==> src/rtl/elevator_pkg.sv <==
// Shared elevator constants and types.
// Used by the scheduler and the controller.
package elevator_pkg;
  localparam int   NUM_FLOORS = 16;
  localparam int   FLOOR_W    = 4;
  localparam logic DIR_UP     = 1'b1;
  localparam logic DIR_DOWN   = 1'b0;

  typedef logic [FLOOR_W-1:0] floor_t;

  typedef enum logic [1:0] {
    IDLE       = 2'd0,
    SWEEP_UP   = 2'd1,
    SWEEP_DOWN = 2'd2
  } sched_state_e;
endpackage

==> src/rtl/call_debounce.sv <==
// One call button: 2-flop sync, debounce
// counter and a registered rising-edge pulse.
module call_debounce #(
  parameter int DEBOUNCE_CYCLES = 4
) (
  input  logic clk,
  input  logic rst,
  input  logic btn_i,
  output logic rise_o
);
  logic [1:0] sync_q, sync_d;
  logic       level_q, level_d;
  logic       rise_q, rise_d;
  logic [3:0] cnt_q, cnt_d;

  // count consecutive samples that disagree with the accepted level
  always_comb begin
    sync_d  = {sync_q[0], btn_i};
    level_d = level_q;
    rise_d  = 1'b0;
    cnt_d   = '0;
    if (sync_q[1] != level_q) begin
      if (cnt_q == 4'(DEBOUNCE_CYCLES - 1)) begin
        level_d = sync_q[1];
        rise_d  = sync_q[1];
      end else begin
        cnt_d = cnt_q + 4'd1;
      end
    end
  end

  // state registers
  always_ff @(posedge clk or posedge rst) begin
    if (rst) begin
      sync_q  <= '0;
      level_q <= 1'b0;
      rise_q  <= 1'b0;
      cnt_q   <= '0;
    end else begin
      sync_q  <= sync_d;
      level_q <= level_d;
      rise_q  <= rise_d;
      cnt_q   <= cnt_d;
    end
  end

  assign rise_o = rise_q;
endmodule

==> src/rtl/floor_request_scheduler.sv <==
// Call capture plus SCAN target scheduler.
// Issues the next floor to the controller.
module floor_request_scheduler #(
  parameter int NUM_FLOORS      = elevator_pkg::NUM_FLOORS,
  parameter int DEBOUNCE_CYCLES = 4
) (
  input  logic                  clk,
  input  logic                  rst,
  input  logic [NUM_FLOORS-1:0] call_btn,
  input  logic [3:0]            current_floor,
  input  logic                  door_open,
  output logic [3:0]            requested_floor,
  output logic                  req_strobe,
  output logic [NUM_FLOORS-1:0] pending,
  output logic                  sched_dir
);
  import elevator_pkg::*;

  logic [NUM_FLOORS-1:0] rise;
  logic [NUM_FLOORS-1:0] pend_q, pend_d;
  logic [NUM_FLOORS-1:0] clr_mask;

  sched_state_e state_q, state_d;
  floor_t       req_q, req_d;
  logic         strobe_q, strobe_d;
  logic         dir_q, dir_d;
  logic         live_q, live_d;

  floor_t up_tgt, dn_tgt, up_dist, dn_dist;
  logic   up_found, dn_found, take_up;

  for (genvar g = 0; g < NUM_FLOORS; g++) begin : g_btn
    call_debounce #(
      .DEBOUNCE_CYCLES(DEBOUNCE_CYCLES)
    ) u_deb (
      .clk   (clk),
      .rst   (rst),
      .btn_i (call_btn[g]),
      .rise_o(rise[g])
    );
  end

  // new presses set bits; door at a floor clears it, clear wins
  always_comb begin
    clr_mask = '0;
    clr_mask[current_floor] = door_open;
    pend_d = (pend_q | rise) & ~clr_mask;
  end

  // nearest pending floor at/above and at/below the car
  always_comb begin
    up_found = 1'b0;
    up_tgt   = '0;
    dn_found = 1'b0;
    dn_tgt   = '0;
    for (int i = NUM_FLOORS - 1; i >= 0; i--) begin
      if (pend_q[i] && i >= int'(current_floor)) begin
        up_found = 1'b1;
        up_tgt   = FLOOR_W'(i);
      end
    end
    for (int i = 0; i < NUM_FLOORS; i++) begin
      if (pend_q[i] && i <= int'(current_floor)) begin
        dn_found = 1'b1;
        dn_tgt   = FLOOR_W'(i);
      end
    end
    up_dist = up_tgt - current_floor;
    dn_dist = current_floor - dn_tgt;
    take_up = up_found && (!dn_found || up_dist <= dn_dist);
  end

  // SCAN next-state; live_q marks the held target as not yet served
  always_comb begin
    state_d  = state_q;
    req_d    = req_q;
    strobe_d = 1'b0;
    dir_d    = dir_q;
    live_d   = live_q;
    if (door_open && current_floor == req_q)
      live_d = 1'b0;
    if (!door_open && !strobe_q) begin
      unique case (state_q)
        IDLE: begin
          if (up_found || dn_found) begin
            strobe_d = 1'b1;
            live_d   = 1'b1;
            if (take_up) begin
              state_d = SWEEP_UP;
              dir_d   = DIR_UP;
              req_d   = up_tgt;
            end else begin
              state_d = SWEEP_DOWN;
              dir_d   = DIR_DOWN;
              req_d   = dn_tgt;
            end
          end
        end
        SWEEP_UP: begin
          if (up_found) begin
            if (up_tgt != req_q || !live_q) begin
              req_d    = up_tgt;
              strobe_d = 1'b1;
              live_d   = 1'b1;
            end
          end else if (dn_found) begin
            state_d = SWEEP_DOWN;
            dir_d   = DIR_DOWN;
          end else begin
            state_d = IDLE;
          end
        end
        SWEEP_DOWN: begin
          if (dn_found) begin
            if (dn_tgt != req_q || !live_q) begin
              req_d    = dn_tgt;
              strobe_d = 1'b1;
              live_d   = 1'b1;
            end
          end else if (up_found) begin
            state_d = SWEEP_UP;
            dir_d   = DIR_UP;
          end else begin
            state_d = IDLE;
          end
        end
        default: state_d = IDLE;
      endcase
    end
  end

  // scheduler and bitmap registers
  always_ff @(posedge clk or posedge rst) begin
    if (rst) begin
      pend_q   <= '0;
      state_q  <= IDLE;
      req_q    <= '0;
      strobe_q <= 1'b0;
      dir_q    <= DIR_UP;
      live_q   <= 1'b0;
    end else begin
      pend_q   <= pend_d;
      state_q  <= state_d;
      req_q    <= req_d;
      strobe_q <= strobe_d;
      dir_q    <= dir_d;
      live_q   <= live_d;
    end
  end

  assign pending         = pend_q;
  assign requested_floor = req_q;
  assign req_strobe      = strobe_q;
  assign sched_dir       = dir_q;
endmodule

==> config.mk <==
export PLATFORM = sky130hd
export DESIGN_NAME = floor_request_scheduler
export DESIGN_NICKNAME = d
export VERILOG_FILES = /design/src/rtl/elevator_pkg.sv /design/src/rtl/call_debounce.sv /design/src/rtl/floor_request_scheduler.sv
export SDC_FILE = /design/constraint.sdc
export NUM_CORES = 1
export LEC_CHECK = 0
export ABC_CLOCK_PERIOD_IN_PS = 5100
export CAP_MARGIN = 20
export CORE_ASPECT_RATIO = 0.5
export CORE_MARGIN = 5
export CORE_UTILIZATION = 42
export DETAILED_ROUTE_END_ITERATION = 10
export SYNTH_ARGS = -nofsm -noshare
export SYNTH_HDL_FRONTEND = slang
export SYNTH_SLANG_ARGS = --single-unit
==> constraint.sdc <==
create_clock -name clk -period 5.1 [get_ports clk]
set_clock_uncertainty 0.15 [all_clocks]
set_input_delay 1.02 -clock clk [delete_from_list [all_inputs] [get_ports clk]]
set_output_delay 1.02 -clock clk [all_outputs]
set_load 0.005 [all_outputs]
==> run_results.csv, run 1 <==
group,metric,value,unit
run_status,status,"completed",
critical_path,path_cells,"clkdlybuf4s50_1, buf_12, and3_1, or4_4, o211a_1, o21ai_2, nand3_1, nand2_1, ha_1, inv_1, fa_1, ha_1, nor2b_1, o21a_1, o21a_1, o21ai_2, nor2_2, o31ai_4, o32ai_1, mux2_1",
yosys,syn_inst,680,
yosys,yosys_warnings,0,
drt,routed_wl,16.9,mm
drt,viasPerCell,5.39,
critical_path,critPathKind,"primary input to flop",
worst_hold_path,hold_class,"flop to flop",
critical_path,crit_family,"compound AO/OA/AOI/OAI gates",
critical_path,arrival,5.09,ns
critical_path,cp_data_required_time,5.26,ns
drt,ant_nets,0,
grt,grt_usage,16.6,%
die,coreArea,17600,um^2
grt,globalRouteMet1Util,23.3,%
yosys,synthesis.nets,735,
yosys,synthFlopType,"dfrtp_1",
critical_path,cp_max_fo,14,
clocking,clk_root_buffer_cell,"clkbuf_16",
finish,fin_nets,852,
clocking,cts.sinks,153,
finish,areaGrowthSynthToFinish,25.5,%
sta,max_freq,203,MHz
die,fp.dieH,105,um
die,die_x,200,um
finish,diodes,0,
grt,grtUsageMet2,26.0,%
job,maxCapViolCount,0,
sta,hold_viol_final,0,
yosys,yosysSeqAreaShare,50.4,%
pwr,peakVddDrop,249,uV
drt,wl_per_cell,16.2,um
grt,first_global_vias,5667,
critical_path,max_stage_delay,0.49,ns
drt,drc_errors,0,
yosys,synth_edf_count,0,
clocking,insertion_delay,0.42,ns
yosys,synth.avg_cell_area,11.2,um^2
grt,antenna_found_initial,0,
clocking,cts_max_path_buffers,2,
critical_path,critPathSlowestCell,"or4_4",
critical_path,critical_path_buf_inv_count,3,
pwr,p_leak,4.22,nW
clocking,htreeDepth,4,
finish,final_layout_size_suffix_gt1_share,21.1,%
sta,setup_ws,0.166,ns
grt,grtUsageMet3,3.90,%
grt,grt_pass1_wl,28.6,mm
die,die_area,21000,um^2
clocking,path_clk_slew,0.07,ns
yosys,synth_cell_types,75,
pwr,cellPowerDensity,593,nW/um^2
yosys,async_flop_share,100,%
sta,slew_viol_final,0,
drt,firstDrtPassIters,8,
die,num_rows,34,
yosys,synth_seq_cells,153,
grt,busiest_layer,"met2",
sta,slew-limit-headroom,46.8,%
sta,period_needed,4.93,ns
die,start_util,43.2,%
grt,gr-total-overflow,0,
clocking,cts_tree,"built",
critical_path,endpoint_kind,"flop",
placed_design,place.gp.congestion,0.862,
yosys,syn-cell-area,7600,um^2
sta,worst_slew_pin_slew,0.798,ns
clocking,postCtsHoldBufs,0,
grt,grt_max_degree,154,
critical_path,crit_path_start_kind,"primary input",
placed_design,dp_hpwl,12.0,mm
die,pin_count,45,
sta,setup_viol,0,
placed_design,port-buffer-count,44,
drt,drt_iter0_drc,370,
pwr,total_power,0.00566,W
sta,timing.final.crit_share,96.7,%
clocking,cts_buffers,17,
placed_design,pre_cts_slack,-0.551,ns
drt,vias,5624,
[synthesized netlist by cell type, drive strengths merged (4+ instances only)]
master / instances / area share [%]
clkbuf: 5 / 0.25
nand3b: 11 / 1.1
o21ai: 27 / 1.8
nor3b: 17 / 1.7
ha: 30 / 4.9
nand2b: 15 / 1.2
inv: 17 / 0.84
or2: 6 / 0.49
o211ai: 7 / 0.76
buf: 17 / 1.8
o31ai: 5 / 0.63
and3b: 16 / 1.8
a21boi: 4 / 0.44
nand3: 24 / 1.6
mux2: 30 / 4.4
nor3: 25 / 1.7
xnor2: 20 / 2.3
nor2: 45 / 2.2
nor2b: 27 / 2.2
xor2: 23 / 2.7
nand2: 25 / 1.2
a211oi: 4 / 0.46
a21o: 6 / 0.59
nand4: 6 / 0.49
a22oi: 5 / 0.49
o22ai: 4 / 0.33
o22a: 16 / 1.8
a21oi: 27 / 1.8
o21a: 6 / 0.59
dfrtp: 152 / 50
[power by group]
group          total, W  internal, W  switching, W  leakage (nW)
registers       0.00185      0.00150      0.000351          1.95
clock network   0.00137     0.000793      0.000573         0.309
logic           0.00244      0.00130       0.00113          1.95
total           0.00566      0.00360       0.00206          4.22
[layer usage]
metal | up-vias | routed length, um
met5 | - | 0
met4 | 0 | 234
met3 | 19 | 674
met2 | 140 | 7750
met1 | 2748 | 8230
li1 | 2717 | -
[kinds of logic (layout without fill, tap and decap cells)]
family / Yosys count / count (layout) / share of synthesized area, %
simple gates: 236 / 236 / 17.8
flops: 153 / 153 / 50.4
compound gates: 147 / 147 / 14.1
xor+xnor: 43 / 43 / 4.96
buf+inv: 39 / 169 / 2.88
fa+ha+maj: 32 / 32 / 5.47
mux: 30 / 30 / 4.45
[sequential cells by signal, indices dropped and copies added, names as in the netlist]
register	flops
g_btn.u_deb.cnt_q	64
g_btn.u_deb.level_q	16
g_btn.u_deb.rise_o	16
g_btn.u_deb.sync_q	32
live_q	1
pending	16
req_strobe	1
requested_floor	4
sched_dir	1
state_q	2
[cell usage in the layout, fill, tap and decap left out, drive strengths merged, types with 5 or more instances in the layout]
cell and count:
o21a 6, mux2 30, dfrtp 152, a21oi 27, ha 30, nor2 45, o31ai 5, nand4 6
o21ai 27, xor2 23, nor3 25, or2 6, clkdlybuf4s50 44, nand2 25, a22oi 5, nor3b 17
a21o 6, inv 23, nor2b 27, clkbuf 17, o211ai 7, nand2b 15, and3b 16, o22a 16
xnor2 20, buf 76, nand3b 11, nand3 24
[stage by stage]
| stage | hold slack (ns) | setup TNS [ns] | instances | area (um^2) | util [%] |
|---|---|---|---|---|---|
| 5_1_grt | 0.219 | -0.0296 | 1044 | 9530 | 54.3 |
| 4_1_cts | 0.200 | 0 | 1043 | 9430 | 53.7 |
| 2_1_floorplan | 0.181 | 0 | 680 | 7600 | - |
| 3_3_place_gp | 0.182 | -2.37 | 1011 | 8790 | 50.0 |
| 3_5_place_dp | 0.186 | -3.01 | 1011 | 8790 | 50.0 |
| 6_report | 0.198 | 0 | 1044 | 9530 | 54.3 |
[what timing repair did]
action | in CTS | in global routing
setup endpoints to repair | 4 | 6
setup buffers | 0 | 1
endpoints found under the hold margin | 0 | 0
cloned | 0 | 0
resized for setup | 3 | 20
pin swaps | 3 | 9
[layout make-up]
cell class              count  area (um^2)
repair buffers            120         1070
flip-flops and latches    153         3830
fillers                  1535         8040
clock inverters            15          208
inverters                  17         67.6
well taps                 234          293
multi-input cells         488         3640
clock buffers              17          425
[worst paths after layout]
check / depth (start not counted) / endpoint / startpoint / slack (ns)
min in group asynchronous: 3 / g_btn[5].u_deb.sync_q[0] / rst / 1.01
min: 0 / g_btn[10].u_deb.sync_q[1] / g_btn[10].u_deb.sync_q[0] / 0.20
max reg2reg: 18 / requested_floor[1] / pending[6] / 0.85
min reg2reg: 0 / g_btn[10].u_deb.sync_q[1] / g_btn[10].u_deb.sync_q[0] / 0.20
max: 20 / requested_floor[1] / current_floor[1] / 0.17
max in group asynchronous: 3 / requested_floor[0] / rst / 3.19
[worst reg2reg max path: stages (launching register included)]
cell     delay, ns
dfrtp_1       0.53
inv_1         0.16
or4_4         0.54
o211a_1       0.17
o21ai_2       0.08
nand3_1       0.09
nand2_1       0.12
ha_1          0.15
inv_1         0.06
fa_1          0.44
ha_1          0.30
nor2b_1       0.13
o21a_1        0.16
o21a_1        0.17
o21ai_2       0.15
nor2_2        0.08
o31ai_4       0.24
o32ai_1       0.14
mux2_1        0.30
Power figures use the tool's default switching activity.
==> run 2: changes to the inputs <==
--- a/config.mk
+++ b/config.mk
@@ -6,11 +6,11 @@
 export NUM_CORES = 1
 export LEC_CHECK = 0
 export ABC_CLOCK_PERIOD_IN_PS = 5100
-export CAP_MARGIN = 20
 export CORE_ASPECT_RATIO = 0.5
 export CORE_MARGIN = 5
 export CORE_UTILIZATION = 42
 export DETAILED_ROUTE_END_ITERATION = 10
+export GPL_TIMING_DRIVEN = 0
 export SYNTH_ARGS = -nofsm -noshare
 export SYNTH_HDL_FRONTEND = slang
 export SYNTH_SLANG_ARGS = --single-unit
==> run 2 against run 1 <==
Effect of this change:
- utilization decreased by 2.0 points
- cell area decreased by 3.8%
- final cell count decreased by 4.0%
- largest cell class unchanged
==> run_results.csv, run 2 (synthesis gave the netlist of run 1 again) <==
group,metric,value,unit
critical_path,endpoint_kind,"flop",
placed_design,place_inst,962,
critical_path,cp_max_fo,10,
sta,max_freq,199,MHz
sta,setup_ws,0.0842,ns
drt,drc_errors,0,
sta,slew-limit-headroom,62.9,%
sta,period_needed,5.02,ns
sta,setup_viol,0,
sta,whs,0.200,ns
finish,largest_register_ffs,64,
clocking,cts_max_path_buffers,2,
drt,firstDrtPassIters,7,
die,die_x,200,um
finish,final_layout_size_suffix_gt1_share,16.8,%
placed_design,port-buffer-count,44,
clocking,htreeDepth,4,
finish,fin_nets,810,
drt,ant_nets,0,
drt,routed_wl,16.4,mm
drt,drt_iter0_drc,475,
finish,mostFrequentLayoutCell,"dfrtp_1",
critical_path,cp_data_required_time,5.25,ns
sta,slew_viol_final,0,
job,maxCapViolCount,0,
clocking,path_clk_slew,0.07,ns
clocking,cts_buffers,17,
drt,wl_per_cell,16.4,um
finish,top_regs,"g_btn.u_deb.cnt_q: 64 flops, g_btn.u_deb.sync_q: 32 flops",
clocking,cts_tree,"built",
die,start_util,43.2,%
worst_hold_path,hold_class,"flop to flop",
pwr,seqPwrFrac,33.7,%
clocking,insertion_delay,0.43,ns
finish,final_cell_mix,"dfrtp_1, nor2_1, clkdlybuf4s50_1",
critical_path,critPathKind,"primary input to flop",
placed_design,place.gp.congestion,0.883,
pwr,cellPowerDensity,587,nW/um^2
pwr,switchingPower,0.00203,W
grt,grt_usage,16.0,%
sta,hold_viol_final,0,
die,num_rows,34,
die,coreArea,17600,um^2
pwr,swShare,37.7,%
pwr,intPower,0.00335,W
drt,vias,5566,
pwr,p_leak,4.00,nW
placed_design,dp_hpwl,11.9,mm
clocking,postCtsHoldBufs,0,
die,die_area,21000,um^2
die,pin_count,45,
grt,grt_max_degree,43,
grt,gr-total-overflow,0,
clocking,clk_root_buffer_cell,"clkbuf_16",
die,fp.dieH,105,um
grt,grt_pass1_wl,27.7,mm
pwr,pwr-share-comb,43.1,%
run_status,status,"completed",
pwr,power.share.clock,23.2,%
finish,diodes,0,
sta,timing.final.crit_share,98.3,%
placed_design,dpl_cell_area,8410,um^2
finish,fillers,1535,
critical_path,arrival,5.17,ns
finish,fin_cells,1002,
sta,worst_slew_pin_slew,0.553,ns
placed_design,pre_cts_slack,-1.32,ns
finish,regMostFlops,"g_btn.u_deb.cnt_q",
critical_path,crit_path_start_kind,"primary input",
grt,first_global_vias,5476,
finish,areaGrowthSynthToFinish,20.8,%
pwr,total_power,0.00538,W
finish,finalInstanceArea,9170,um^2
grt,antenna_found_initial,0,
clocking,cts.sinks,153,
drt,viasPerCell,5.55,
pwr,peakVddDrop,252,uV
-- run 2: worst paths after layout --
path	from	endpoint	slack [ns]	cells after the start
setup / recovery	current_floor[2]	requested_floor[2]	0.08	22
hold / removal	g_btn[15].u_deb.sync_q[0]	g_btn[15].u_deb.sync_q[1]	0.20	0
setup reg to reg	pending[6]	requested_floor[2]	0.63	19
hold reg to reg	g_btn[15].u_deb.sync_q[0]	g_btn[15].u_deb.sync_q[1]	0.20	0
max in group asynchronous	rst	sched_dir	2.94	5
min in group asynchronous	rst	g_btn[2].u_deb.cnt_q[3]	0.80	2
-- run 2: timing repair --
action | CTS | global route
setup buffers | 2 | 6
pin swaps | 3 | 10
endpoints found under the setup margin | 7 | 5
resized for setup | 26 | 20
endpoints found under the hold margin | 0 | 0
-- run 2: power groups by stage --
stage               clock (W)  sequential [W]  combinational [W]
floorplan                   0         0.00175            0.00154
global placement            0         0.00181            0.00205
detailed placement          0         0.00183            0.00210
CTS                   0.00129         0.00181            0.00220
global route          0.00134         0.00185            0.00258
finish                0.00125         0.00181            0.00232
-- run 2: area by class of cell --
cell class | instances | area, um^2 | area share, %
clock inverters | 15 | 170 | 1.85
repair buffers | 56 | 568 | 6.19
inverters | 17 | 67.6 | 0.736
plain buffers | 22 | 188 | 2.05
well taps | 234 | 293 | 3.19
multi-input cells | 488 | 3630 | 39.6
flip-flops and latches | 153 | 3830 | 41.7
clock buffers | 17 | 425 | 4.64
-- run 2: worst max-delay path, cell delays in order --
cell	delay (ns)
dlygate4sd2_1	0.27
buf_6	0.15
buf_6	0.15
and3_4	0.16
or4_4	0.49
o211a_1	0.19
o21ai_2	0.09
nand3_1	0.11
nand2_2	0.11
ha_1	0.14
inv_1	0.05
fa_1	0.44
ha_1	0.29
nor2b_1	0.13
o21a_1	0.16
o21a_1	0.18
o21ai_2	0.24
nor2_4	0.07
o31ai_2	0.19
buf_4	0.17
o32ai_1	0.07
mux2_4	0.29
-- run 2: layer usage --
metal / track usage (%) / vias to the layer above / wire length (um)
met4: 5.06 / 0 / 302
met5: 0 / - / 0
li1: - / 2636 / -
met1: 21.8 / 2737 / 7690
met2: 25.6 / 169 / 7550
met3: 3.93 / 24 / 870
-- run 2: stage by stage --
| step | TNS, ns | utilization, % |
|---|---|---|
| detailed placement | -7.92 | 47.9 |
| global placement | -7.83 | 47.4 |
| finish | 0 | 52.2 |
| CTS | 0 | 51.7 |
| floorplan | 0 | - |
| global route | -0.0168 | 52.2 |
==> run 3: changes to the inputs <==
--- a/config.mk
+++ b/config.mk
@@ -11,6 +11,7 @@
 export CORE_UTILIZATION = 42
 export DETAILED_ROUTE_END_ITERATION = 10
 export GPL_TIMING_DRIVEN = 0
+export RECOVER_POWER = 50
 export SYNTH_ARGS = -nofsm -noshare
 export SYNTH_HDL_FRONTEND = slang
 export SYNTH_SLANG_ARGS = --single-unit
==> run 3 against run 2 <==
Effect of this change:
- the run now ends with capacitance limit, slew limit left
- sequential power is essentially flat
- sequential share of layout area grew 0.086 points
- clock power barely moved
- critical path depth is the same
- highest routed layer unchanged
==> run_results.csv, run 3 (synthesis gave the netlist of run 1 again) <==
group,metric,value,unit
critical_path,cp_max_fo,10,
grt,first_global_vias,5476,
critical_path,critical_path_buf_inv_count,5,
placed_design,port-buffer-count,44,
grt,grt_usage,16.0,%
die,pin_count,45,
pwr,switchingPower,0.00203,W
critical_path,crit_family,"compound AO/OA/AOI/OAI gates",
grt,gr-total-overflow,0,
critical_path,r2r_cells,19,
critical_path,crit_path_start_kind,"primary input",
pwr,power.share.clock,23.3,%
sta,period_needed,5.01,ns
placed_design,dp_hpwl,11.9,mm
critical_path,arrival,5.17,ns
job,maxCapViolCount,1,
grt,antenna_found_initial,0,
finish,areaGrowthSynthToFinish,20.5,%
sta,slew-limit-headroom,-4.88,%
drt,wl_per_cell,16.3,um
pwr,intPower,0.00335,W
finish,regMostFlops,"g_btn.u_deb.cnt_q",
finish,final_core_util,52.1,%
die,num_rows,34,
finish,fin_nets,810,
pwr,total_power,0.00538,W
critical_path,crit_cells,22,
critical_path,endpoint_kind,"flop",
run_status,status,"finished with violations",
die,coreArea,17600,um^2
clocking,cts_max_path_buffers,2,
placed_design,place.gp.congestion,0.883,
critical_path,max_stage_delay,0.49,ns
clocking,cts_tree,"built",
critical_path,critPathSlowestCell,"or4_4",
pwr,peakVddDrop,254,uV
drt,firstDrtPassIters,5,
die,die_x,200,um
drt,drt_iter0_drc,452,
drt,ant_nets,0,
grt,grt_pass1_wl,27.7,mm
sta,timing.final.crit_share,98.3,%
finish,diodes,0,
worst_hold_path,whs_path_depth,0,
drt,drc_errors,0,
sta,worst_slew_pin_slew,1.57,ns
sta,setup_ws,0.0890,ns
worst_hold_path,hold_path_end,"g_btn[15].u_deb.sync_q[1]",
critical_path,rrSetupSlack,0.66,ns
drt,viasPerCell,5.54,
pwr,swShare,37.7,%
sta,hold_viol_final,0,
die,start_util,43.2,%
drt,routed_wl,16.4,mm
finish,largest_register_ffs,64,
run_status,violations,"capacitance limit, slew limit",
critical_path,rr_startpoint,"pending[6]",
sta,setup_viol,0,
sta,slew_viol_final,30,
clocking,path_clk_slew,0.07,ns
placed_design,pre_cts_slack,-1.32,ns
clocking,insertion_delay,0.43,ns
finish,fillers,1537,
die,fp.dieH,105,um
pwr,seqPwrFrac,33.7,%
drt,vias,5552,
finish,mostFrequentLayoutCell,"dfrtp_1",
grt,grt_max_degree,43,
worst_hold_path,hp-start,"g_btn[15].u_deb.sync_q[0]",
pwr,p_leak,4.00,nW
critical_path,path_cells,"dlygate4sd2_1, buf_6, buf_6, and3_4, or4_4, o211a_1, o21ai_2, nand3_1, nand2_2, ha_1, inv_1, fa_1, ha_1, nor2b_1, o21a_1, o21a_1, o21ai_2, nor2_4, o31ai_2, buf_4, o32ai_1, mux2_4",
clocking,htreeDepth,4,
critical_path,cp_data_required_time,5.26,ns
pwr,cellPowerDensity,587,nW/um^2
clocking,cts_buffers,17,
worst_hold_path,hold_class,"flop to flop",
pwr,pwr-share-comb,43.0,%
finish,top_regs,"g_btn.u_deb.cnt_q: 64 flops, g_btn.u_deb.sync_q: 32 flops",
die,die_area,21000,um^2
sta,max_freq,200,MHz
clocking,clk_root_buffer_cell,"clkbuf_16",
clocking,cts.sinks,153,
critical_path,timing.rr.end,"requested_floor[2]",
finish,final_layout_size_suffix_gt1_share,16.7,%
critical_path,critPathKind,"primary input to flop",
finish,final_cell_mix,"dfrtp_1, nor2_1, ha_1",
-- run 3: changes by cell type in the layout (fill, tap and decap cells not counted) --
cell,before,now
clkbuf_1,3,4
buf_12,5,4
clkinvlp_4,2,1
clkinvlp_2,0,1
dlygate4sd3_1,0,17
clkdlybuf4s50_1,40,23
-- run 3: how the worst max path moves through the flow --
stage,startpoint,endpoint,slack [ns]
detailed placement,current_floor[2],requested_floor[2],-1.32
global route,current_floor[1],requested_floor[2],-0.009
floorplan,current_floor[2],requested_floor[2],0.21
CTS,current_floor[1],requested_floor[2],0.002
finish,current_floor[2],requested_floor[2],0.09
global placement,current_floor[2],requested_floor[1],-1.32
-- run 3: layout make-up --
type | instances | area (um^2) | share of cell area [%]
repair buffers | 56 | 552 | 6.03
inverters | 17 | 65.1 | 0.711
multi-input cells | 488 | 3630 | 39.7
clock buffers | 17 | 425 | 4.65
plain buffers | 22 | 188 | 2.05
flip-flops and latches | 153 | 3830 | 41.8
clock inverters | 15 | 170 | 1.86
well taps | 234 | 293 | 3.20
-- run 3: metal layers --
metal | routed length (um) | vias up | track usage (%) | part of all wire (%)
met2 | 7540 | 171 | 25.6 | 46
met4 | 320 | 0 | 5.06 | 2.0
li1 | - | 2634 | - | -
met1 | 7680 | 2715 | 21.8 | 47
met3 | 848 | 32 | 3.93 | 5.2
met5 | 0 | - | 0 | 0
-- run 3: per-stage QoR --
step	cells	instance area, um^2	setup TNS (ns)	hold WS [ns]
after global placement	958	8330	-7.83	0.183
final	1002	9160	0	0.200
after detailed placement	962	8410	-7.92	0.186
after global routing	1002	9160	-0.0168	0.202
after CTS	996	9080	0	0.202
after floorplan	680	7600	0	0.181
-- run 3: timing repair --
item | CTS | global route
hold buffers | 0 | 0
pin swaps | 3 | 10
endpoints found under the setup margin | 7 | 5
setup buffers | 2 | 6
resized for setup | 26 | 20
-- run 3: power by group through the flow --
stage | logic, W | registers, W | clock network, W
detailed placement | 0.00210 | 0.00183 | 0
floorplan | 0.00154 | 0.00175 | 0
CTS | 0.00220 | 0.00181 | 0.00129
global placement | 0.00205 | 0.00181 | 0
global route | 0.00258 | 0.00185 | 0.00134
finish | 0.00231 | 0.00181 | 0.00125
